**config.mk**
```make
export PLATFORM = sky130hd
export DESIGN_NAME = pip_hazard_ctrl_flat
export DESIGN_NICKNAME = d
export VERILOG_FILES = /design/src/rtl/pip_hazard_ctrl_if.sv /design/src/rtl/pip_hazard_ctrl.sv /design/src/flat_wrapper.sv
export SDC_FILE = /design/constraint.sdc
export NUM_CORES = 1
export LEC_CHECK = 0
export CAP_MARGIN = 20
export CORE_MARGIN = 2
export CORE_UTILIZATION = 40
export DETAILED_ROUTE_END_ITERATION = 10
export PLACE_DENSITY = 0.77
export SLEW_MARGIN = 15
export SYNTH_ARGS = -nofsm -noshare
export SYNTH_HDL_FRONTEND = slang
export SYNTH_SLANG_ARGS = --single-unit
export TNS_END_PERCENT = 10
```
**constraint.sdc**
```tcl
create_clock -name clk -period 2.1 [get_ports clk]
set_clock_uncertainty 0.15 [all_clocks]
set_input_delay 0.21 -clock clk [delete_from_list [all_inputs] [get_ports clk]]
set_output_delay 0.21 -clock clk [all_outputs]
set_load 0.005 [all_outputs]
```
**src/rtl/pip_hazard_ctrl_if.sv**
```systemverilog
// Pipeline hazard control bus: the hazard-relevant fields of every pipeline
// register, plus the enables, flush/bubble controls, forwarding selects and
// status returned by the controller.
// slave modport = the controller, master modport = the pipeline datapath.
interface pip_hazard_ctrl_if #(
   parameter int CNT_W = 32
);
   logic [4:0]       id_rs1_ad;
   logic [4:0]       id_rs2_ad;
   logic             id_rs1_used;
   logic             id_rs2_used;
   logic [4:0]       ex_rs1_ad;
   logic [4:0]       ex_rs2_ad;
   logic [4:0]       ex_rd_ad;
   logic             ex_rdEn;
   logic             ex_DMread;
   logic [4:0]       mem_rd_ad;
   logic             mem_rdEn;
   logic             mem_DMread;
   logic             mem_DMwriteEn;
   logic [4:0]       wb_rd_ad;
   logic             wb_rdEn;
   logic             br_taken;
   logic             dm_ready;

   logic             pc_en;
   logic             if_id_en;
   logic             id_ex_en;
   logic             ex_mem_en;
   logic             mem_wb_en;
   logic             if_id_flush;
   logic             id_ex_bubble;
   logic [1:0]       fwd_a_sel;
   logic [1:0]       fwd_b_sel;
   logic             dm_timeout;
   logic [CNT_W-1:0] stall_cycles;

   modport master (
      output id_rs1_ad, id_rs2_ad, id_rs1_used, id_rs2_used,
             ex_rs1_ad, ex_rs2_ad, ex_rd_ad, ex_rdEn, ex_DMread,
             mem_rd_ad, mem_rdEn, mem_DMread, mem_DMwriteEn,
             wb_rd_ad, wb_rdEn, br_taken, dm_ready,
      input  pc_en, if_id_en, id_ex_en, ex_mem_en, mem_wb_en,
             if_id_flush, id_ex_bubble, fwd_a_sel, fwd_b_sel,
             dm_timeout, stall_cycles
   );

   modport slave (
      input  id_rs1_ad, id_rs2_ad, id_rs1_used, id_rs2_used,
             ex_rs1_ad, ex_rs2_ad, ex_rd_ad, ex_rdEn, ex_DMread,
             mem_rd_ad, mem_rdEn, mem_DMread, mem_DMwriteEn,
             wb_rd_ad, wb_rdEn, br_taken, dm_ready,
      output pc_en, if_id_en, id_ex_en, ex_mem_en, mem_wb_en,
             if_id_flush, id_ex_bubble, fwd_a_sel, fwd_b_sel,
             dm_timeout, stall_cycles
   );
endinterface

```
**src/rtl/pip_hazard_ctrl.sv**
```systemverilog
// Pipeline sequencing controller for the 5-stage RISC-V core: pipeline
// enables, IF/ID flush, ID/EX bubble, EX operand forwarding, load-use and
// RAW stalls, data-memory wait with timeout trap, stall-cycle counter.
//
// Build option: FORWARDING_EN
//   defined   -> forwarding selects active, only load-use stalls
//   undefined -> selects tied to 00, any ID source matching EX or MEM rd stalls
//
// state    | meaning
// RUN      | normal sequencing, hazard rules evaluated every cycle
// MEM_WAIT | data memory busy, whole pipe frozen, wait counter running
// HALT     | memory wait timed out, pipe frozen until reset
module pip_hazard_ctrl #(
   parameter int DM_WAIT_MAX = 15,
   parameter int CNT_W       = 32
) (
   input logic                 clk,
   input logic                 rst_n,
   pip_hazard_ctrl_if.slave    bus
);

   typedef enum logic [1:0] {
      RUN      = 2'd0,
      MEM_WAIT = 2'd1,
      HALT     = 2'd2
   } state_t;

   localparam logic [7:0] WAIT_MAX = 8'(DM_WAIT_MAX);

   state_t           state_q, state_d;
   logic [7:0]       wait_cnt_q, wait_cnt_d;
   logic             timeout_q, timeout_d;
   logic [CNT_W-1:0] stall_q, stall_d;

   logic pc_en_c, if_id_en_c, id_ex_en_c, ex_mem_en_c, mem_wb_en_c;
   logic flush_c, bubble_c;
   logic [1:0] fwd_a_c, fwd_b_c;

   logic rs1_ex_hit, rs2_ex_hit;
   logic load_use, raw_stall, mem_pending;

   // A source matches a stage only when used, nonzero, and the stage writes rd.
   function automatic logic src_match(input logic [4:0] src, input logic used,
                                      input logic [4:0] rd, input logic rd_en);
      return used && (src != 5'd0) && rd_en && (src == rd);
   endfunction

   // Hazard detection against the ID instruction's sources.
   always_comb begin
      rs1_ex_hit  = src_match(bus.id_rs1_ad, bus.id_rs1_used, bus.ex_rd_ad, bus.ex_rdEn);
      rs2_ex_hit  = src_match(bus.id_rs2_ad, bus.id_rs2_used, bus.ex_rd_ad, bus.ex_rdEn);
      load_use    = bus.ex_DMread && (rs1_ex_hit || rs2_ex_hit);
      mem_pending = (bus.mem_DMread || bus.mem_DMwriteEn) && !bus.dm_ready;
   end

`ifdef FORWARDING_EN
   // With forwarding only a load result is too late for the EX stage.
   always_comb begin
      raw_stall = load_use;
   end

   // EX operand sources; the younger EX/MEM result beats MEM/WB, and a load
   // in EX/MEM has no result yet so it falls through to MEM/WB.
   always_comb begin
      fwd_a_c = 2'b00;
      fwd_b_c = 2'b00;
      if (src_match(bus.ex_rs1_ad, 1'b1, bus.mem_rd_ad, bus.mem_rdEn) && !bus.mem_DMread)
         fwd_a_c = 2'b01;
      else if (src_match(bus.ex_rs1_ad, 1'b1, bus.wb_rd_ad, bus.wb_rdEn))
         fwd_a_c = 2'b10;
      if (src_match(bus.ex_rs2_ad, 1'b1, bus.mem_rd_ad, bus.mem_rdEn) && !bus.mem_DMread)
         fwd_b_c = 2'b01;
      else if (src_match(bus.ex_rs2_ad, 1'b1, bus.wb_rd_ad, bus.wb_rdEn))
         fwd_b_c = 2'b10;
   end
`else
   logic rs1_mem_hit, rs2_mem_hit;
   logic unused_fwd;

   // Without forwarding the ID instruction waits until producers reach WB;
   // WB itself is covered by register-file write-through.
   always_comb begin
      rs1_mem_hit = src_match(bus.id_rs1_ad, bus.id_rs1_used, bus.mem_rd_ad, bus.mem_rdEn);
      rs2_mem_hit = src_match(bus.id_rs2_ad, bus.id_rs2_used, bus.mem_rd_ad, bus.mem_rdEn);
      raw_stall   = rs1_ex_hit || rs2_ex_hit || rs1_mem_hit || rs2_mem_hit;
      fwd_a_c     = 2'b00;
      fwd_b_c     = 2'b00;
   end

   assign unused_fwd = ^{bus.ex_rs1_ad, bus.ex_rs2_ad, bus.wb_rd_ad, bus.wb_rdEn, load_use};
`endif

   // Next state and pipeline controls; MEM_WAIT exit re-runs the RUN rules
   // in the same cycle so the pipe restarts without a dead cycle.
   always_comb begin
      state_d     = state_q;
      wait_cnt_d  = wait_cnt_q;
      timeout_d   = timeout_q;
      pc_en_c     = 1'b0;
      if_id_en_c  = 1'b0;
      id_ex_en_c  = 1'b0;
      ex_mem_en_c = 1'b0;
      mem_wb_en_c = 1'b0;
      flush_c     = 1'b0;
      bubble_c    = 1'b0;

      unique case (state_q)
         RUN, MEM_WAIT: begin
            if (state_q == MEM_WAIT && !bus.dm_ready) begin
               if (wait_cnt_q >= WAIT_MAX) begin
                  timeout_d = 1'b1;
                  state_d   = HALT;
               end else begin
                  wait_cnt_d = wait_cnt_q + 8'd1;
               end
            end else begin
               state_d    = RUN;
               wait_cnt_d = 8'd0;
               if (mem_pending) begin
                  state_d    = MEM_WAIT;
                  wait_cnt_d = 8'd1;
               end else begin
                  pc_en_c     = 1'b1;
                  if_id_en_c  = 1'b1;
                  id_ex_en_c  = 1'b1;
                  ex_mem_en_c = 1'b1;
                  mem_wb_en_c = 1'b1;
                  if (bus.br_taken) begin
                     flush_c  = 1'b1;
                     bubble_c = 1'b1;
                  end else if (raw_stall) begin
                     pc_en_c    = 1'b0;
                     if_id_en_c = 1'b0;
                     bubble_c   = 1'b1;
                  end
               end
            end
         end
         HALT: begin
            state_d = HALT;
         end
         default: begin
            state_d = HALT;
         end
      endcase
   end

   // Outputs are forced inactive while reset is asserted.
   always_comb begin
      bus.pc_en        = rst_n & pc_en_c;
      bus.if_id_en     = rst_n & if_id_en_c;
      bus.id_ex_en     = rst_n & id_ex_en_c;
      bus.ex_mem_en    = rst_n & ex_mem_en_c;
      bus.mem_wb_en    = rst_n & mem_wb_en_c;
      bus.if_id_flush  = rst_n & flush_c;
      bus.id_ex_bubble = rst_n & bubble_c;
      bus.fwd_a_sel    = rst_n ? fwd_a_c : 2'b00;
      bus.fwd_b_sel    = rst_n ? fwd_b_c : 2'b00;
      bus.dm_timeout   = timeout_q;
      bus.stall_cycles = stall_q;
   end

   // Saturating count of cycles in which the PC is held.
   always_comb begin
      stall_d = stall_q;
      if (!pc_en_c && (stall_q != {CNT_W{1'b1}}))
         stall_d = stall_q + {{(CNT_W-1){1'b0}}, 1'b1};
   end

   // State, wait counter, sticky timeout and stall counter registers.
   always_ff @(posedge clk or negedge rst_n) begin
      if (!rst_n) begin
         state_q    <= RUN;
         wait_cnt_q <= 8'd0;
         timeout_q  <= 1'b0;
         stall_q    <= '0;
      end else begin
         state_q    <= state_d;
         wait_cnt_q <= wait_cnt_d;
         timeout_q  <= timeout_d;
         stall_q    <= stall_d;
      end
   end

endmodule

```
**src/flat_wrapper.sv**
```systemverilog
// flat-port wrapper written by rule: the top's interface ports become plain ports
module pip_hazard_ctrl_flat 
#(
   parameter int DM_WAIT_MAX = 15,
   parameter int CNT_W       = 32
)
  (clk, rst_n, bus_id_rs1_ad, bus_id_rs2_ad, bus_id_rs1_used, bus_id_rs2_used, bus_ex_rs1_ad, bus_ex_rs2_ad, bus_ex_rd_ad, bus_ex_rdEn, bus_ex_DMread, bus_mem_rd_ad, bus_mem_rdEn, bus_mem_DMread, bus_mem_DMwriteEn, bus_wb_rd_ad, bus_wb_rdEn, bus_br_taken, bus_dm_ready, bus_pc_en, bus_if_id_en, bus_id_ex_en, bus_ex_mem_en, bus_mem_wb_en, bus_if_id_flush, bus_id_ex_bubble, bus_fwd_a_sel, bus_fwd_b_sel, bus_dm_timeout, bus_stall_cycles);
  pip_hazard_ctrl_if #(.CNT_W(CNT_W)) bus_i ();
  input logic clk;
  input logic rst_n;
  input wire logic [$bits(bus_i.id_rs1_ad)-1:0] bus_id_rs1_ad;
  input wire logic [$bits(bus_i.id_rs2_ad)-1:0] bus_id_rs2_ad;
  input wire logic [$bits(bus_i.id_rs1_used)-1:0] bus_id_rs1_used;
  input wire logic [$bits(bus_i.id_rs2_used)-1:0] bus_id_rs2_used;
  input wire logic [$bits(bus_i.ex_rs1_ad)-1:0] bus_ex_rs1_ad;
  input wire logic [$bits(bus_i.ex_rs2_ad)-1:0] bus_ex_rs2_ad;
  input wire logic [$bits(bus_i.ex_rd_ad)-1:0] bus_ex_rd_ad;
  input wire logic [$bits(bus_i.ex_rdEn)-1:0] bus_ex_rdEn;
  input wire logic [$bits(bus_i.ex_DMread)-1:0] bus_ex_DMread;
  input wire logic [$bits(bus_i.mem_rd_ad)-1:0] bus_mem_rd_ad;
  input wire logic [$bits(bus_i.mem_rdEn)-1:0] bus_mem_rdEn;
  input wire logic [$bits(bus_i.mem_DMread)-1:0] bus_mem_DMread;
  input wire logic [$bits(bus_i.mem_DMwriteEn)-1:0] bus_mem_DMwriteEn;
  input wire logic [$bits(bus_i.wb_rd_ad)-1:0] bus_wb_rd_ad;
  input wire logic [$bits(bus_i.wb_rdEn)-1:0] bus_wb_rdEn;
  input wire logic [$bits(bus_i.br_taken)-1:0] bus_br_taken;
  input wire logic [$bits(bus_i.dm_ready)-1:0] bus_dm_ready;
  output wire logic [$bits(bus_i.pc_en)-1:0] bus_pc_en;
  output wire logic [$bits(bus_i.if_id_en)-1:0] bus_if_id_en;
  output wire logic [$bits(bus_i.id_ex_en)-1:0] bus_id_ex_en;
  output wire logic [$bits(bus_i.ex_mem_en)-1:0] bus_ex_mem_en;
  output wire logic [$bits(bus_i.mem_wb_en)-1:0] bus_mem_wb_en;
  output wire logic [$bits(bus_i.if_id_flush)-1:0] bus_if_id_flush;
  output wire logic [$bits(bus_i.id_ex_bubble)-1:0] bus_id_ex_bubble;
  output wire logic [$bits(bus_i.fwd_a_sel)-1:0] bus_fwd_a_sel;
  output wire logic [$bits(bus_i.fwd_b_sel)-1:0] bus_fwd_b_sel;
  output wire logic [$bits(bus_i.dm_timeout)-1:0] bus_dm_timeout;
  output wire logic [$bits(bus_i.stall_cycles)-1:0] bus_stall_cycles;
  assign bus_i.id_rs1_ad = bus_id_rs1_ad;
  assign bus_i.id_rs2_ad = bus_id_rs2_ad;
  assign bus_i.id_rs1_used = bus_id_rs1_used;
  assign bus_i.id_rs2_used = bus_id_rs2_used;
  assign bus_i.ex_rs1_ad = bus_ex_rs1_ad;
  assign bus_i.ex_rs2_ad = bus_ex_rs2_ad;
  assign bus_i.ex_rd_ad = bus_ex_rd_ad;
  assign bus_i.ex_rdEn = bus_ex_rdEn;
  assign bus_i.ex_DMread = bus_ex_DMread;
  assign bus_i.mem_rd_ad = bus_mem_rd_ad;
  assign bus_i.mem_rdEn = bus_mem_rdEn;
  assign bus_i.mem_DMread = bus_mem_DMread;
  assign bus_i.mem_DMwriteEn = bus_mem_DMwriteEn;
  assign bus_i.wb_rd_ad = bus_wb_rd_ad;
  assign bus_i.wb_rdEn = bus_wb_rdEn;
  assign bus_i.br_taken = bus_br_taken;
  assign bus_i.dm_ready = bus_dm_ready;
  assign bus_pc_en = bus_i.pc_en;
  assign bus_if_id_en = bus_i.if_id_en;
  assign bus_id_ex_en = bus_i.id_ex_en;
  assign bus_ex_mem_en = bus_i.ex_mem_en;
  assign bus_mem_wb_en = bus_i.mem_wb_en;
  assign bus_if_id_flush = bus_i.if_id_flush;
  assign bus_id_ex_bubble = bus_i.id_ex_bubble;
  assign bus_fwd_a_sel = bus_i.fwd_a_sel;
  assign bus_fwd_b_sel = bus_i.fwd_b_sel;
  assign bus_dm_timeout = bus_i.dm_timeout;
  assign bus_stall_cycles = bus_i.stall_cycles;
  pip_hazard_ctrl #(.DM_WAIT_MAX(DM_WAIT_MAX), .CNT_W(CNT_W)) u_core (.clk(clk), .rst_n(rst_n), .bus(bus_i));
endmodule
```
Yosys cells after proc, flatten, opt, wreduce, memory -nomap -nowiden
Index checks and enable logic that the tools add are counted.
Widths: inputs -> output; s select.
{"block": "classes", "n_addsub": 2, "n_lt_le_gt_ge": 1, "n_eq_ne": 8, "muxes": 24, "bitwise": 4, "reduce_logical": 25}
{"cell": "$add 32x1->32 const B", "count": 1}
{"cell": "$ne 32x32->1 const B", "count": 1}
{"cell": "$eq 5x5->1", "count": 4}
{"cell": "$mux 1", "count": 19}
{"cell": "$mux 8", "count": 2}
{"cell": "$logic_and 1x1->1", "count": 13}
{"cell": "$reduce_bool 5->1", "count": 2}
{"cell": "$add 8x1->8 const B", "count": 1}
{"cell": "$ge 8x4->1 const B", "count": 1}
{"cell": "$mux 2", "count": 3}
{"cell": "$and 1x1->1", "count": 4}
{"cell": "$logic_or 1x1->1", "count": 4}
{"cell": "$ne 3x3->1 const B", "count": 1}
{"cell": "$reduce_and 3->1", "count": 1}
{"cell": "$eq 2x1->1 const B", "count": 1}
{"cell": "$logic_not 1->1", "count": 2}
{"cell": "$logic_not 2->1", "count": 1}
{"cell": "$ne 2x2->1 const B", "count": 1}
{"cell": "$reduce_and 2->1", "count": 1}
{"cell": "$reduce_or 2->1", "count": 1}
{"block": "totals", "reg_bits": 43, "in_bits": 47, "out_inout_bits": 44, "wordCells": 68}

Longest topological paths before layout
Gate-level depths: netlist of the first run.
{"block": "logic_depth", "depth_word": 14, "mapped_depth": 10, "mapped_depth_nobuf": 8}

Least setup slack after synthesis of the first run
No wires, ideal clock.
{"block": "synth_path", "kind": "register -> register", "start": "reg u_core.stall_q[18], in the netlist u_core.bus.stall_cycles[18]", "end": "reg u_core.stall_q[20], in the netlist u_core.bus.stall_cycles[20]", "setup_time_ns": 0.138, "arrival_ns": 1.927, "required_time_ns": 1.812, "path_slack_ns": -0.115, "stages_incl_launch_ff": 9, "n_path_buf": 2, "synth_period_minus_slack_ns": 2.215, "cell_sequence": "dfrtp_1 > nand4_1 > nor4_1 > and4_1 > and3_1 > buf_2 > buf_2 > nor4_1 > xor2_1"}
{"block": "synth_between", "elab_chain_len": 2, "elab_cells_between_ends": 3, "classes_between": "1 x add/sub; 1 x eq/ne; 1 x reduce/logical"}
{"item": "start, declared", "line": "pip_hazard_ctrl.sv:33", "rtl": "logic [CNT_W-1:0] stall_q, stall_d;"}
{"item": "start signal, assigned", "line": "pip_hazard_ctrl.sv:181", "rtl": "stall_q <= stall_d;"}
{"item": "parallel branches: the longest is 2 deep, another holds $add 32x1->32"}
Parallel ways; which one is timed is not known.
A chain may end at the register's enable or synchronous reset.

Worst setup path after layout of the first run
{"block": "layout_path", "start": "in bus_id_rs2_ad[4]", "end": "reg u_core.stall_q[30], in the netlist u_core.bus.stall_cycles[30]"}
{"block": "layout_between", "elab_chain_len": 14, "elab_cells_between_ends": 18, "classes_between": "2 x eq/ne; 5 x mux; 11 x reduce/logical"}
{"item": "start, declared", "line": "flat_wrapper.sv:12", "rtl": "input wire logic [$bits(bus_i.id_rs2_ad)-1:0] bus_id_rs2_ad;"}
{"item": "$reduce_bool 5->1", "line": "pip_hazard_ctrl.sv:45", "rtl": "return used && (src != 5'd0) && rd_en && (src == rd);"}
{"item": "$logic_and 1x1->1 (3 in series)", "line": "pip_hazard_ctrl.sv:45"}
{"item": "$logic_or 1x1->1"}
{"item": "$logic_or 1x1->1", "line": "pip_hazard_ctrl.sv:85", "rtl": "raw_stall = rs1_ex_hit || rs2_ex_hit || rs1_mem_hit || rs2_mem_hit;"}
{"item": "$logic_or 1x1->1 *", "line": "pip_hazard_ctrl.sv:85"}
{"item": "$mux 1 *", "line": "pip_hazard_ctrl.sv:131", "rtl": "end else if (raw_stall) begin"}
{"item": "$mux 1 *", "line": "pip_hazard_ctrl.sv:128", "rtl": "if (bus.br_taken) begin"}
{"item": "$mux 1 *", "line": "pip_hazard_ctrl.sv:119", "rtl": "if (mem_pending) begin"}
{"item": "$mux 1 *", "line": "pip_hazard_ctrl.sv:109", "rtl": "if (state_q == MEM_WAIT && !bus.dm_ready) begin"}
{"item": "$mux 1 *", "line": "pip_hazard_ctrl.sv:107", "rtl": "unique case (state_q)"}
{"item": "$logic_not 1->1 *", "line": "pip_hazard_ctrl.sv:166", "rtl": "if (!pc_en_c && (stall_q != {CNT_W{1'b1}}))"}
{"item": "$logic_and 1x1->1 *", "line": "pip_hazard_ctrl.sv:166"}
Mark *: on every way between the ends. The rest lies on a longest branch, timed or not.

==> impl_results.md, run 1 <==
- Comb power frac: 0.273
- WP buf/inv: 3
- PortBufs: 69
- Reported max-cap violation count: 0
- Floorplan die area: between 6000 and 7000 sq um
- Fmax: 456.0 MHz
- Arrival time at the worst endpoint: between 2000 and 2500 ps
- Power consumption: between 2 and 2.5 mW
- Top flip-flop cell by instance count after synthesis: sky130_fd_sc_hd__dfrtp_1
- Fraction of registers with async set/reset: 1.000
- Initial antenna violation count: 0
- Global-route usage over all layers: 0.1964
- Area share of the largest cell type after synthesis: 0.4388
- Via count of the first global-routing pass: approximately 2.3k
- Initial Util: 0.4142
- Total grt overflow: 0
- Number of iterations in the first detailed-routing pass: 4
- Largest net degree at the start of global routing: 44
- FP Rows: 28
- Final setup violation count: 24
- EDFF count, synth: 0
- Maximum count of clock buffers along a single path: 2
- CP max-delay cell: sky130_fd_sc_hd__or4_4
- Shortest period the worst path allows: about 2200 ps
- Met1 Use GR: 0.2352
- Capture point of the worst path: u_core.bus.stall_cycles[30]$_DFFE_PN0P_
- Setup tns final: -795.1 ps
- Total vias in the final route: ~2.3k
- Pwr per Cell Area: 553.1 nW/um^2
- Number of instances in the synthesized netlist: ~260
- Post-synthesis area per instance: roughly 9.5 sq um
- Clock tree root buffer cell: sky130_fd_sc_hd__clkbuf_8
- Worst-Skew Late Latency: 300 ps
- Antenna-violating nets left: 0
- Detailed placement HPWL: 4770 microns
- Setup crit end kind: register
- Post-route insts no fill: 451
- Number of cells after detailed placement: 441
- Cell area after technology mapping: between 2000 and 2500 sq um
- Post-synth cell types: 39
- Commonest non-fill, non-tap cell in the layout: sky130_fd_sc_hd__buf_4
- Number of cells on the critical path: 9
- Number of warnings printed during yosys synthesis: 0
- Worst reg2reg path endpoint: u_core.bus.stall_cycles[3]$_DFFE_PN0P_
- Endpoint required time on the critical path: between 2000 and 2500 ps
- Top-Level Pins: 91
- Worst slew slack as a fraction of its limit: 0.6411
- Worst-path clk slew: around 80 ps
- Static Leakage: 1.807 nW
- Number of buffers added by the clock tree synthesis step: 5
- DRC violation total after the first TritonRoute iteration: between 100 and 150
- Yosys reg bits: 43
- Status: finished with violations
- Worst-path cell chain: clkdlybuf4s15_2, or4_4, o21ai_4, o31ai_4, buf_4, a221oi_4, buf_6, nor2_1, mux2_1
- Nature of the critical path startpoint: input port
- Portion of the post-synthesis area used by sequential elements: 0.4388
- Clock sink total: 43
- Largest area contributor in the synthesized netlist: sky130_fd_sc_hd__dfrtp_1
- Die extent in x: a little over 80 microns
- Violations in the final reports: setup timing
- Area contributors post-synth: sky130_fd_sc_hd__dfrtp_1, sky130_fd_sc_hd__xor2_1, sky130_fd_sc_hd__xnor2_1
- Global routing's busiest layer: met2
- Proportion of layout cells with a drive suffix above 1: 0.3085
- Global-route wire length before repair: 10200 microns
- Number of nets in the finished design: 424
- Internal power: 1.552 mW
- Peak per-stage delay on the critical path: about 450 ps
- Switching share of power: 0.2720
- Period utilisation layout: 1.044
- Clock network fraction of total power: 0.272
- Worst-margin pin slew: roughly 540 ps
- Final critical-path setup slack: -93.08 ps
- Switching power summed over all nets: 579.8 uW
- Final Core Density: 0.6511
- Critical Path Source: bus_id_rs2_ad[4]
- Worst-case setup slack after placement: -812.0 ps
- Max-slew violation count: 0
- Reg2reg setup slack: 60 ps
- Die extent in y: 82.30 microns
- Cell family with the largest share of critical-path delay: compound AO/OA/AOI/OAI gates
- Classification of the worst-slack hold path: input port to register
- Largest voltage drop on the vdd net: around 0.00032 V
- Global Route met3 Usage: 0.04130
- Setup repair after global routing missed its margin: true
- WL per Instance: 14.44 microns
- Global-route met2 utilization: 0.3452
- Critical path start-end classification: input port to register
- Placer's final routability congestion estimate: approximately 0.84
- H-Tree Level Count: 2
- Detailed-route DRC error count: 0
- Detail-routed via count per cell: about 5.2
- Area growth from synthesis to layout: 57.19%
- Filler cell count in the final layout: ~470
- Reg2Reg Depth: 7
- Core Area: a little under 6000 sq um
- R2r startpoint: u_core.bus.stall_cycles[20]$_DFFE_PN0P_
- Clock tree from TritonCTS: done
- Largest fanout on the critical path: 13
- Flop pwr share: 0.455
- Final hold violation count: 0
- Sum of routed wire length over all layers: around 6500 microns
- Most used cells in the layout excluding fill and tap cells: sky130_fd_sc_hd__buf_4, sky130_fd_sc_hd__dfrtp_1, sky130_fd_sc_hd__clkdlybuf4s50_1, sky130_fd_sc_hd__xor2_1, sky130_fd_sc_hd__nand3_1
- N_diodes: 0
-- per-layer routing --
layer	routed length, microns	part of all wire
met5	0	0
met4	136	0.021
met2	3289	0.50
met1	2725	0.42
met3	362	0.056
-- metrics by stage --
stage          area (sq um)  hold WS [ps]
4_1_cts                3767         341.4
6_report               3855         194.1
3_5_place_dp           3561         231.2
3_3_place_gp           3561         225.8
5_1_grt                3855         211.9
2_1_floorplan          2477        -235.6
-- cell type report --
type	instances	area, sq um	share of cell area
multi-input combinational	196	1476	0.3830
clock inverter	1	7.507	0.001947
timing repair buffer	123	1082	0.2808
clock buffer	7	96.34	0.02499
inverter	6	22.52	0.005842
sequential	43	1076	0.2791
tap	75	93.84	0.02434
-- worst min path at each step --
stage                                                    to                               startpoint  cells past startpoint  slack [ps]
global placement    u_core.bus.stall_cycles[11]$_DFFE_PN0P_                                    rst_n                      2         230
CTS                 u_core.bus.stall_cycles[17]$_DFFE_PN0P_  u_core.bus.stall_cycles[17]$_DFFE_PN0P_                      1         340
floorplan                 u_core.bus.dm_timeout$_DFFE_PN0P_                                    rst_n                      0        -240
global route                  u_core.state_q[0]$_DFFE_PN0P_                           bus_mem_DMread                      3         210
finish                        u_core.state_q[0]$_DFFE_PN0P_                           bus_mem_DMread                      3         190
detailed placement  u_core.bus.stall_cycles[13]$_DFFE_PN0P_                                    rst_n                      2         230
-- worst register-to-register path, delay by kind of cell, from the launching register on --
kind / cells / cell delay [ps]
flip-flops: 1 / 420
XOR/XNOR: 1 / 150
AND/OR/NAND/NOR: 5 / 1060
buffers and inverters: 1 / 150
-- power by group through the flow --
stage                     registers [mW]  clock network (mW)  logic, mW
after floorplan                     1.02                   0      0.123
after global placement             0.978                   0      0.547
after detailed placement           0.987                   0      0.562
after CTS                          0.971               0.598      0.580
after global routing               0.982               0.629      0.631
final                              0.969               0.580      0.583
-- kinds of logic after synthesis --
logic type / synth area share
fa+ha+maj: 0.01020
xor+xnor: 0.1750
compound gates: 0.05612
simple gates: 0.2556
buf+inv: 0.04898
flops: 0.4388
other cells: 0.001529
mux: 0.01377
-- what timing repair did --
action | CTS | global route
gates cloned | 0 | 0
endpoints found under the setup margin | 39 | 40
pin swaps | 19 | 10
gates resized for setup | 100 | 24
hold buffers | 1 | 0
buffers inserted | 1 | 0
hold endpoints to repair | 43 | 0
-- flip-flops by register name (all words and copies together) (netlist names) --
register                 cells
u_core.bus.stall_cycles     32
u_core.state_q               2
u_core.wait_cnt_q            8
u_core.bus.dm_timeout        1
-- cell usage after synthesis (2+ instances only) --
master,number
sky130_fd_sc_hd__a21oi_1,3
sky130_fd_sc_hd__and2_1,4
sky130_fd_sc_hd__and3_1,6
sky130_fd_sc_hd__and4_1,2
sky130_fd_sc_hd__buf_2,6
sky130_fd_sc_hd__buf_4,8
sky130_fd_sc_hd__clkbuf_1,2
sky130_fd_sc_hd__dfrtp_1,43
sky130_fd_sc_hd__ha_1,2
sky130_fd_sc_hd__inv_1,6
sky130_fd_sc_hd__mux2_1,3
sky130_fd_sc_hd__nand2_1,18
sky130_fd_sc_hd__nand2b_1,3
sky130_fd_sc_hd__nand3_1,25
sky130_fd_sc_hd__nand4_1,6
sky130_fd_sc_hd__nor2_1,16
sky130_fd_sc_hd__nor2b_1,2
sky130_fd_sc_hd__nor3_1,20
sky130_fd_sc_hd__nor4_1,6
sky130_fd_sc_hd__o21ai_0,3
sky130_fd_sc_hd__o21ai_1,4
sky130_fd_sc_hd__o31ai_1,2
sky130_fd_sc_hd__or4_1,5
sky130_fd_sc_hd__xnor2_1,19
sky130_fd_sc_hd__xor2_1,30
(Power assumes the default switching activity.)
==> run 2: changes to the inputs <==
--- a/config.mk
+++ b/config.mk
@@ -6,10 +6,12 @@
 export NUM_CORES = 1
 export LEC_CHECK = 0
 export CAP_MARGIN = 20
+export CELL_PAD_IN_SITES_DETAIL_PLACEMENT = 0
+export CELL_PAD_IN_SITES_GLOBAL_PLACEMENT = 1
 export CORE_MARGIN = 2
-export CORE_UTILIZATION = 40
+export CORE_UTILIZATION = 33
 export DETAILED_ROUTE_END_ITERATION = 10
-export PLACE_DENSITY = 0.77
+export PLACE_DENSITY_LB_ADDON = 0.1
 export SLEW_MARGIN = 15
 export SYNTH_ARGS = -nofsm -noshare
 export SYNTH_HDL_FRONTEND = slang
==> constraint.sdc (replaced) <==
create_clock -name clk -period 2.45 [get_ports clk]
set_clock_uncertainty 0.15 [all_clocks]
set_input_delay 0.245 -clock clk [delete_from_list [all_inputs] [get_ports clk]]
set_output_delay 0.245 -clock clk [all_outputs]
set_load 0.005 [all_outputs]
==> run 2 against run 1 <==
  * The run now ends clean
  * Count of clock-buffer cells in the layout shrank 1
  * Worst hold slack gained 140 ps
  * Routed wire length is 10% lower
  * Utilization fell by 14 points
  * Critical path depth shrank 1
  * Sequential power fell by 12%
  * Register-to-register slack improved by 200 ps
  * Setup slack better by 190 ps
  * Total power decreased by 14%
  * Global-route usage shrank 4.5 points
  * Sequential cell count unchanged
  * Final cell count rose by 0.67%
  * Critical path type is now input port to output pin
  * Largest cell class unchanged
  * Highest routed layer unchanged
==> impl_results.md, run 2 (same netlist as run 1, synthesis figures left out) <==
- Detailed-route DRC error count: 0 (unchanged)
- DRC violation total after the first TritonRoute iteration: 65 (-44%)
- Worst reg2reg path endpoint: u_core.bus.stall_cycles[20]$_DFFE_PN0P_
- Global-route met2 utilization: 0.2538 (-0.09140)
- Die extent in y: 90.21 microns (+9.6%)
- CP max-delay cell: sky130_fd_sc_hd__or4_4
- Max-slew violation count: 0 (unchanged)
- Critical path start-end classification: input port to output pin
- Sum of routed wire length over all layers: 5831 microns (-10%)
- Worst-path clk slew: 90 ps (about the same)
- Period utilisation layout: 0.9620
- Clock tree from TritonCTS: done
- Pwr per Cell Area: 503.1 nW/um^2 (-9.0%)
- Setup repair after global routing missed its margin: false
- Final setup violation count: 0 (-100%)
- Initial Util: 0.3399 (-0.07428)
- R2r startpoint: u_core.bus.stall_cycles[19]$_DFFE_PN0P_
- Floorplan die area: 8137 sq um (+20%)
- Worst hold path depth: 1 (-2)
- Nature of the critical path startpoint: input port
- Maximum count of clock buffers along a single path: 2 (unchanged)
- Die extent in x: 90.21 microns (+9.6%)
- Worst-case setup slack after placement: -481.5 ps (+330.5 ps)
- Area growth from synthesis to layout: 49.08%
- Max FFs per register: 32 (unchanged)
- Number of cells after detailed placement: 441 (unchanged)
- WP buf/inv: 3 (unchanged)
- Clock sink total: 43 (unchanged)
- Detail-routed via count per cell: 4.731 (-8.2%)
- Number of nets in the finished design: 403 (-5.0%)
- WL per Instance: 12.84 microns (-11%)
- Worst slew slack as a fraction of its limit: 0.6395 (-0.001623)
- H-Tree Level Count: 2 (unchanged)
- N_diodes: 0 (unchanged)
- Via count of the first global-routing pass: 2139 (-6.8%)
- Setup tns final: 0 ps (+795.1 ps)
- Placer's final routability congestion estimate: 0.7759 (-8.0%)
- Fmax: around 420 MHz
- Reg2reg setup slack: 260 ps (+200 ps)
- Largest voltage drop on the vdd net: 0.0001916 V (-40%)
- Global-route wire length before repair: 10170 microns (-0.27%)
- Global-route usage over all layers: 0.1517 (-0.04463)
- Worst-path cell chain: dlygate4sd2_1, or4_4, o21ai_4, o31ai_4, a22o_1, buf_6, a21oi_4, buf_2
- Most used cells in the layout excluding fill and tap cells: sky130_fd_sc_hd__clkdlybuf4s50_1, sky130_fd_sc_hd__dfrtp_1, sky130_fd_sc_hd__xor2_1, sky130_fd_sc_hd__buf_4, sky130_fd_sc_hd__nand3_1
- Power consumption: 1.839 mW (-14%)
- Detailed placement HPWL: 4393 microns (-7.9%)
- FP Rows: 31 (+11%)
- Top-Level Pins: 91 (unchanged)
- Total grt overflow: 0 (unchanged)
- Setup crit end kind: output pin
- Cell family with the largest share of critical-path delay: compound AO/OA/AOI/OAI gates
- Final Core Density: 0.5068 (-0.1443)
- Post-route insts no fill: 454 (+0.67%)
- Initial antenna violation count: 0 (unchanged)
- Global routing's busiest layer: met2
- Worst-margin pin slew: 540.7 ps (+2.434 ps)
- Commonest non-fill, non-tap cell in the layout: sky130_fd_sc_hd__clkdlybuf4s50_1
- Worst-Skew Late Latency: 300 ps (about the same)
- Final hold violation count: 0 (unchanged)
- Total vias in the final route: 2148 (-7.6%)
- Static Leakage: 1.655 nW (-8.4%)
- Reported max-cap violation count: 0 (unchanged)
- Antenna-violating nets left: 0 (unchanged)
- Final critical-path setup slack: 93.11 ps (+186.2 ps)
- Number of buffers added by the clock tree synthesis step: 5 (unchanged)
- Endpoint required time on the critical path: 2060 ps (-70 ps)
- Proportion of layout cells with a drive suffix above 1: 0.1718 (-0.1367)
- Peak per-stage delay on the critical path: 550 ps (+100 ps)
- Core Area: 7214 sq um (+22%)
- Hold worst-path end: u_core.bus.stall_cycles[17]$_DFFE_PN0P_
- Hold Path Origin: u_core.bus.stall_cycles[17]$_DFFE_PN0P_
- Met1 Use GR: 0.1975 (-0.03776)
- Reg2Reg Depth: 7 (unchanged)
- Largest fanout on the critical path: 2 (-11)
- Largest net degree at the start of global routing: 44 (unchanged)
- Filler cell count in the final layout: 710 (+50%)
- Classification of the worst-slack hold path: register to register
- Clock tree root buffer cell: sky130_fd_sc_hd__clkbuf_8
- Shortest period the worst path allows: 2357 ps
- Status: finished clean
- Number of iterations in the first detailed-routing pass: 4 (unchanged)
- PortBufs: 69 (unchanged)
- Arrival time at the worst endpoint: 1960 ps (-260 ps)
- Global Route met3 Usage: 0.04191 (+0.0006068)
-- run 2: how the worst max path moves through the flow --
stage | start | to | depth (start not counted)
final | bus_id_rs2_ad[2] | bus_if_id_en | 8
after detailed placement | bus_id_rs1_ad[1] | bus_if_id_en | 8
after global placement | bus_id_rs1_ad[4] | bus_id_ex_bubble | 9
after floorplan | u_core.bus.stall_cycles[18]$_DFFE_PN0P_ | u_core.bus.stall_cycles[20]$_DFFE_PN0P_ | 8
after CTS | bus_mem_rd_ad[1] | bus_id_ex_bubble | 8
after global routing | bus_ex_rd_ad[1] | u_core.bus.stall_cycles[20]$_DFFE_PN0P_ | 10
-- run 2: power breakdown --
| group | total [mW] | switching [mW] | internal [mW] |
|---|---|---|---|
| logic | 0.385 | 0.143 | 0.242 |
| registers | 0.857 | 0.0783 | 0.778 |
| clock network | 0.597 | 0.262 | 0.336 |
| total | 1.84 | 0.483 | 1.36 |
-- run 2: through the flow --
step / hold slack [ps] / instance area (sq um)
after global routing: 373.3 / 3656
final: 334.1 / 3656
after detailed placement: 313.6 / 3410
after floorplan: -200.6 / 2464
after CTS: 341.6 / 3587
after global placement: 312.1 / 3410
-- run 2: per-layer routing --
metal | routed length (microns) | vias up
met1 | 2661 | 1005
met2 | 2795 | 58
met4 | 57 | 0
met5 | 0 | -
li1 | - | 1079
met3 | 316 | 6
-- run 2: layout make-up --
cell class | count | area (sq um) | area share
Inverter | 6 | 22.52 | 0.006160
Tap cell | 99 | 123.9 | 0.03388
Multi-Input combinational cell | 196 | 1368 | 0.3741
Sequential cell | 43 | 1076 | 0.2943
Timing Repair Buffer | 102 | 944.7 | 0.2584
Clock inverter | 2 | 38.79 | 0.01061
Clock buffer | 6 | 82.58 | 0.02259
-- run 2: what timing repair did --
item,in CTS,in global routing
pin swaps,9,4
hold endpoints to repair,43,0
setup buffers,1,3
endpoints found under the setup margin,35,29
resized for setup,38,12
hold buffers,1,0
-- run 2: worst register-to-register path, cell delays in order (launching register included) --
cell and delay (ps):
sky130_fd_sc_hd__dfrtp_1 450, sky130_fd_sc_hd__nand4_1 200, sky130_fd_sc_hd__nor4_2 370, sky130_fd_sc_hd__and4_1 290, sky130_fd_sc_hd__and3_1 230, sky130_fd_sc_hd__buf_12 160
sky130_fd_sc_hd__nor4_1 60, sky130_fd_sc_hd__xor2_1 150
==> run 3: changes to the inputs <==
--- a/config.mk
+++ b/config.mk
@@ -5,10 +5,11 @@
 export SDC_FILE = /design/constraint.sdc
 export NUM_CORES = 1
 export LEC_CHECK = 0
+export ABC_AREA = 1
 export CAP_MARGIN = 20
 export CELL_PAD_IN_SITES_DETAIL_PLACEMENT = 0
 export CELL_PAD_IN_SITES_GLOBAL_PLACEMENT = 1
-export CORE_MARGIN = 2
+export CORE_MARGIN = 3
 export CORE_UTILIZATION = 33
 export DETAILED_ROUTE_END_ITERATION = 10
 export PLACE_DENSITY_LB_ADDON = 0.1
==> run 3 against run 2 <==
  * Critical path depth increased by 1
  * Sequential share of layout area decreased by 2.5 points
  * Register-to-register slack about the same
  * Sequential power decreased by 5.7%
  * Sequential cell count unchanged
  * Final area increased by 9.4%
  * Total power decreased by 7.2%
  * Critical path type unchanged
==> impl_results.md, run 3 <==
- Status: finished clean
- Sum of routed wire length over all layers: 8411 microns (+44%)
- Antenna-violating nets left: 0 (unchanged)
- Hold slack: 348.3 ps (+14.22 ps)
- Number of iterations in the first detailed-routing pass: 4 (unchanged)
- Maximum count of clock buffers along a single path: 2 (unchanged)
- Worst hold path depth: 2 (+1)
- Die extent in y: 102.0 microns (+13%)
- Fmax: 413.8 MHz (-2.5%)
- Most repeated library cell on the critical path: sky130_fd_sc_hd__nor2_1
- Number of buffers added by the clock tree synthesis step: 5 (unchanged)
- Setup crit end kind: output pin
- Critical path start-end classification: input port to output pin
- Post-synth cell types: 27 (-31%)
- WL per Instance: 13.37 microns (+4.1%)
- Via count of the first global-routing pass: 2844 (+33%)
- Shortest period the worst path allows: 2417 ps (+59.90 ps)
- Detailed-route DRC error count: 0 (unchanged)
- Top flip-flop cell by instance count after synthesis: sky130_fd_sc_hd__dfrtp_1
- WP buf/inv: 2 (-1)
- Pwr per Cell Area: 426.6 nW/um^2 (-15%)
- Largest area contributor in the synthesized netlist: sky130_fd_sc_hd__dfrtp_1
- N_diodes: 0 (unchanged)
- Static Leakage: 2.004 nW (+21%)
- PortBufs: 69 (unchanged)
- Peak per-stage delay on the critical path: 530 ps (-20 ps)
- Number of nets in the finished design: 569 (+41%)
- Hold Path Origin: u_core.wait_cnt_q[6]$_DFFE_PN0P_
- Max-slew violation count: 0 (unchanged)
- Largest voltage drop on the vdd net: 0.0002170 V (+13%)
- DRC violation total after the first TritonRoute iteration: 106 (+63%)
- Commonest non-fill, non-tap cell in the layout: sky130_fd_sc_hd__nand2_1
- Arrival time at the worst endpoint: 2020 ps (+60 ps)
- Top-Level Pins: 91 (unchanged)
- Leading post-synthesis cells by instance count: sky130_fd_sc_hd__nand2_1, sky130_fd_sc_hd__nand3_1, sky130_fd_sc_hd__nor2_1, sky130_fd_sc_hd__dfrtp_1, sky130_fd_sc_hd__inv_1
- Reg2Reg Depth: 9 (+2)
- Floorplan die area: 10400 sq um (+28%)
- Switching power summed over all nets: 531.7 uW (+10%)
- Detailed placement HPWL: 6697 microns (+52%)
- Most used cells in the layout excluding fill and tap cells: sky130_fd_sc_hd__nand2_1, sky130_fd_sc_hd__clkdlybuf4s50_1, sky130_fd_sc_hd__nand3_1, sky130_fd_sc_hd__nor2_1
- Worst-path clk slew: 90 ps (about the same)
- Post-synthesis area per instance: 6.863 sq um (-28%)
- Detail-routed via count per cell: 4.658 (-1.5%)
- Met1 Use GR: 0.2469 (+0.04949)
- Final hold violation count: 0 (unchanged)
- Total grt overflow: 0 (unchanged)
- Post-route insts no fill: 629 (+39%)
- Cell area after technology mapping: 3040 sq um (+24%)
- Classification of the worst-slack hold path: register to register
- Setup repair after global routing missed its margin: true
- Die extent in x: 102.0 microns (+13%)
- Reg2reg setup slack: 270 ps (about the same)
- Proportion of layout cells with a drive suffix above 1: 0.06910 (-0.1027)
- Placer's final routability congestion estimate: 0.8576 (+11%)
- Clock sink total: 43 (unchanged)
- Global routing's busiest layer: met2
- Global-route wire length before repair: 14330 microns (+41%)
- R2r startpoint: u_core.bus.stall_cycles[0]$_DFFE_PN0P_
- Area occupied by registers: 1076 sq um (unchanged)
- Internal power: 1.174 mW (-13%)
- Worst-margin pin slew: 554.9 ps (+14.13 ps)
- Global-route met2 utilization: 0.2744 (+0.02060)
- Final Core Density: 0.4519 (-0.05484)
- Fraction of registers with async set/reset: 1.000 (unchanged)
- Largest fanout on the critical path: 3 (+1)
- Final setup violation count: 0 (unchanged)
- Area growth from synthesis to layout: 31.52%
- Core Area: 8848 sq um (+23%)
- Clock tree from TritonCTS: done
- Nature of the critical path startpoint: input port
- Initial antenna violation count: 0 (unchanged)
- Hold worst-path end: u_core.wait_cnt_q[6]$_DFFE_PN0P_
- Flop pwr share: 0.474 (+0.008)
- Reported max-cap violation count: 0 (unchanged)
- Largest net degree at the start of global routing: 44 (unchanged)
- Number of cells after detailed placement: 620 (+41%)
- Worst-Skew Late Latency: 300 ps (about the same)
- Clock tree root buffer cell: sky130_fd_sc_hd__clkbuf_8
- Filler cell count in the final layout: 944 (+33%)
- Dominant cell by count in the synthesized netlist: sky130_fd_sc_hd__nand2_1
- CP max-delay cell: sky130_fd_sc_hd__clkdlybuf4s50_1
- Endpoint required time on the critical path: 2060 ps (about the same)
- Global Route met3 Usage: 0.02799 (-0.01392)
- FP Rows: 34 (+9.7%)
- Max FFs per register: 32 (unchanged)
- Portion of the post-synthesis area used by sequential elements: 0.3539 (-0.08487)
- Area share of the largest cell type after synthesis: 0.3539 (-0.08487)
- Worst slew slack as a fraction of its limit: 0.6301 (-0.009417)
- Switching share of power: 0.3117 (+0.04922)
- Global-route usage over all layers: 0.1718 (+0.02006)
- H-Tree Level Count: 2 (unchanged)
- Cell family with the largest share of critical-path delay: buffers and inverters
- Worst reg2reg path endpoint: u_core.bus.stall_cycles[24]$_DFFE_PN0P_
- Number of warnings printed during yosys synthesis: 0 (unchanged)
- Area of combinational cells with multiple inputs: 1695 sq um (+24%)
- Clock network fraction of total power: 0.261 (-0.064)
- Comb power frac: 0.265 (+0.056)
- Area contributors post-synth: sky130_fd_sc_hd__dfrtp_1, sky130_fd_sc_hd__nand2_1, sky130_fd_sc_hd__nand3_1
- Worst-path cell chain: clkdlybuf4s50_1, xor2_1, nor2_1, nand3_1, nor2_1, nor2_1, nand2_1, a21oi_2, clkdlybuf4s50_1
- Total vias in the final route: 2930 (+36%)
- Number of instances in the synthesized netlist: 443 (+72%)
- Period utilisation layout: 0.9864 (+0.02445)
- EDFF count, synth: 0 (unchanged)
- Yosys reg bits: 43 (unchanged)
- Initial Util: 0.3436 (+0.003685)
-- run 3: final cells by class --
type,count,share of cell area
Multi-Input combinational cell,341,0.4240
Sequential cell,43,0.2691
Timing Repair Buffer,85,0.2109
Inverter,44,0.04130
Tap cell,108,0.03379
Clock buffer,5,0.01721
Clock inverter,3,0.003755
-- run 3: tightest hold or removal path: stages (launching register included) --
cell	delay [ps]
sky130_fd_sc_hd__dfrtp_1	380
sky130_fd_sc_hd__inv_1	50
sky130_fd_sc_hd__nor2_1	30
-- run 3: how the worst max path moves through the flow --
stage | depth (start not counted) | end | slack (ps) | startpoint
floorplan | 10 | u_core.bus.stall_cycles[5]$_DFFE_PN0P_ | 610 | u_core.bus.stall_cycles[0]$_DFFE_PN0P_
global placement | 11 | bus_if_id_en | -60 | bus_id_rs1_ad[0]
detailed placement | 11 | bus_if_id_en | -50 | bus_id_rs1_ad[0]
CTS | 11 | bus_if_id_en | 4 | bus_id_rs2_ad[3]
global route | 9 | bus_if_id_en | -140 | bus_ex_rd_ad[1]
finish | 9 | bus_if_id_en | 30 | bus_ex_rd_ad[1]
-- run 3: what timing repair did --
action | CTS | global route
gates cloned | 0 | 0
gates resized for setup | 5 | 7
hold endpoints to repair | 43 | 0
pin swaps | 0 | 3
buffers inserted | 0 | 0
endpoints found under the setup margin | 3 | 7
hold buffers | 1 | 0
-- run 3: kinds of logic (layout without fill, tap and decap cells) --
group,Yosys count,after routing,share of synthesized area
xor+xnor,43,43,0.1239
other cells,1,4,0.001233
compound gates,7,7,0.01193
flops,43,43,0.3539
fa+ha+maj,2,2,0.008229
buf+inv,62,137,0.09506
simple gates,285,285,0.4058
-- run 3: layer usage --
| layer | part of all wire | wire length, microns |
|---|---|---|
| met1 | 0.49 | 4155 |
| met2 | 0.46 | 3864 |
| met3 | 0.040 | 333 |
| met4 | 0.0069 | 58 |
| met5 | 0 | 0 |
-- run 3: metrics by stage --
step | power [mW] | worst slack, ps | setup TNS [ps] | cell area, sq um
floorplan | 1.042 | 605.1 | 0 | 3052
global placement | 1.273 | -56.67 | -112.1 | 3886
detailed placement | 1.284 | -47.97 | -115.4 | 3886
CTS | 1.733 | 3.792 | 0 | 3979
global route | 1.825 | -144.5 | -276.6 | 3999
finish | 1.706 | 33.21 | 0 | 3999
-- run 3: power by group through the flow --
stage | combinational (mW) | sequential (mW) | clock (mW)
CTS | 0.460 | 0.809 | 0.465
global placement | 0.451 | 0.822 | 0
detailed placement | 0.462 | 0.823 | 0
global route | 0.514 | 0.816 | 0.495
finish | 0.452 | 0.808 | 0.445
floorplan | 0.223 | 0.818 | 0
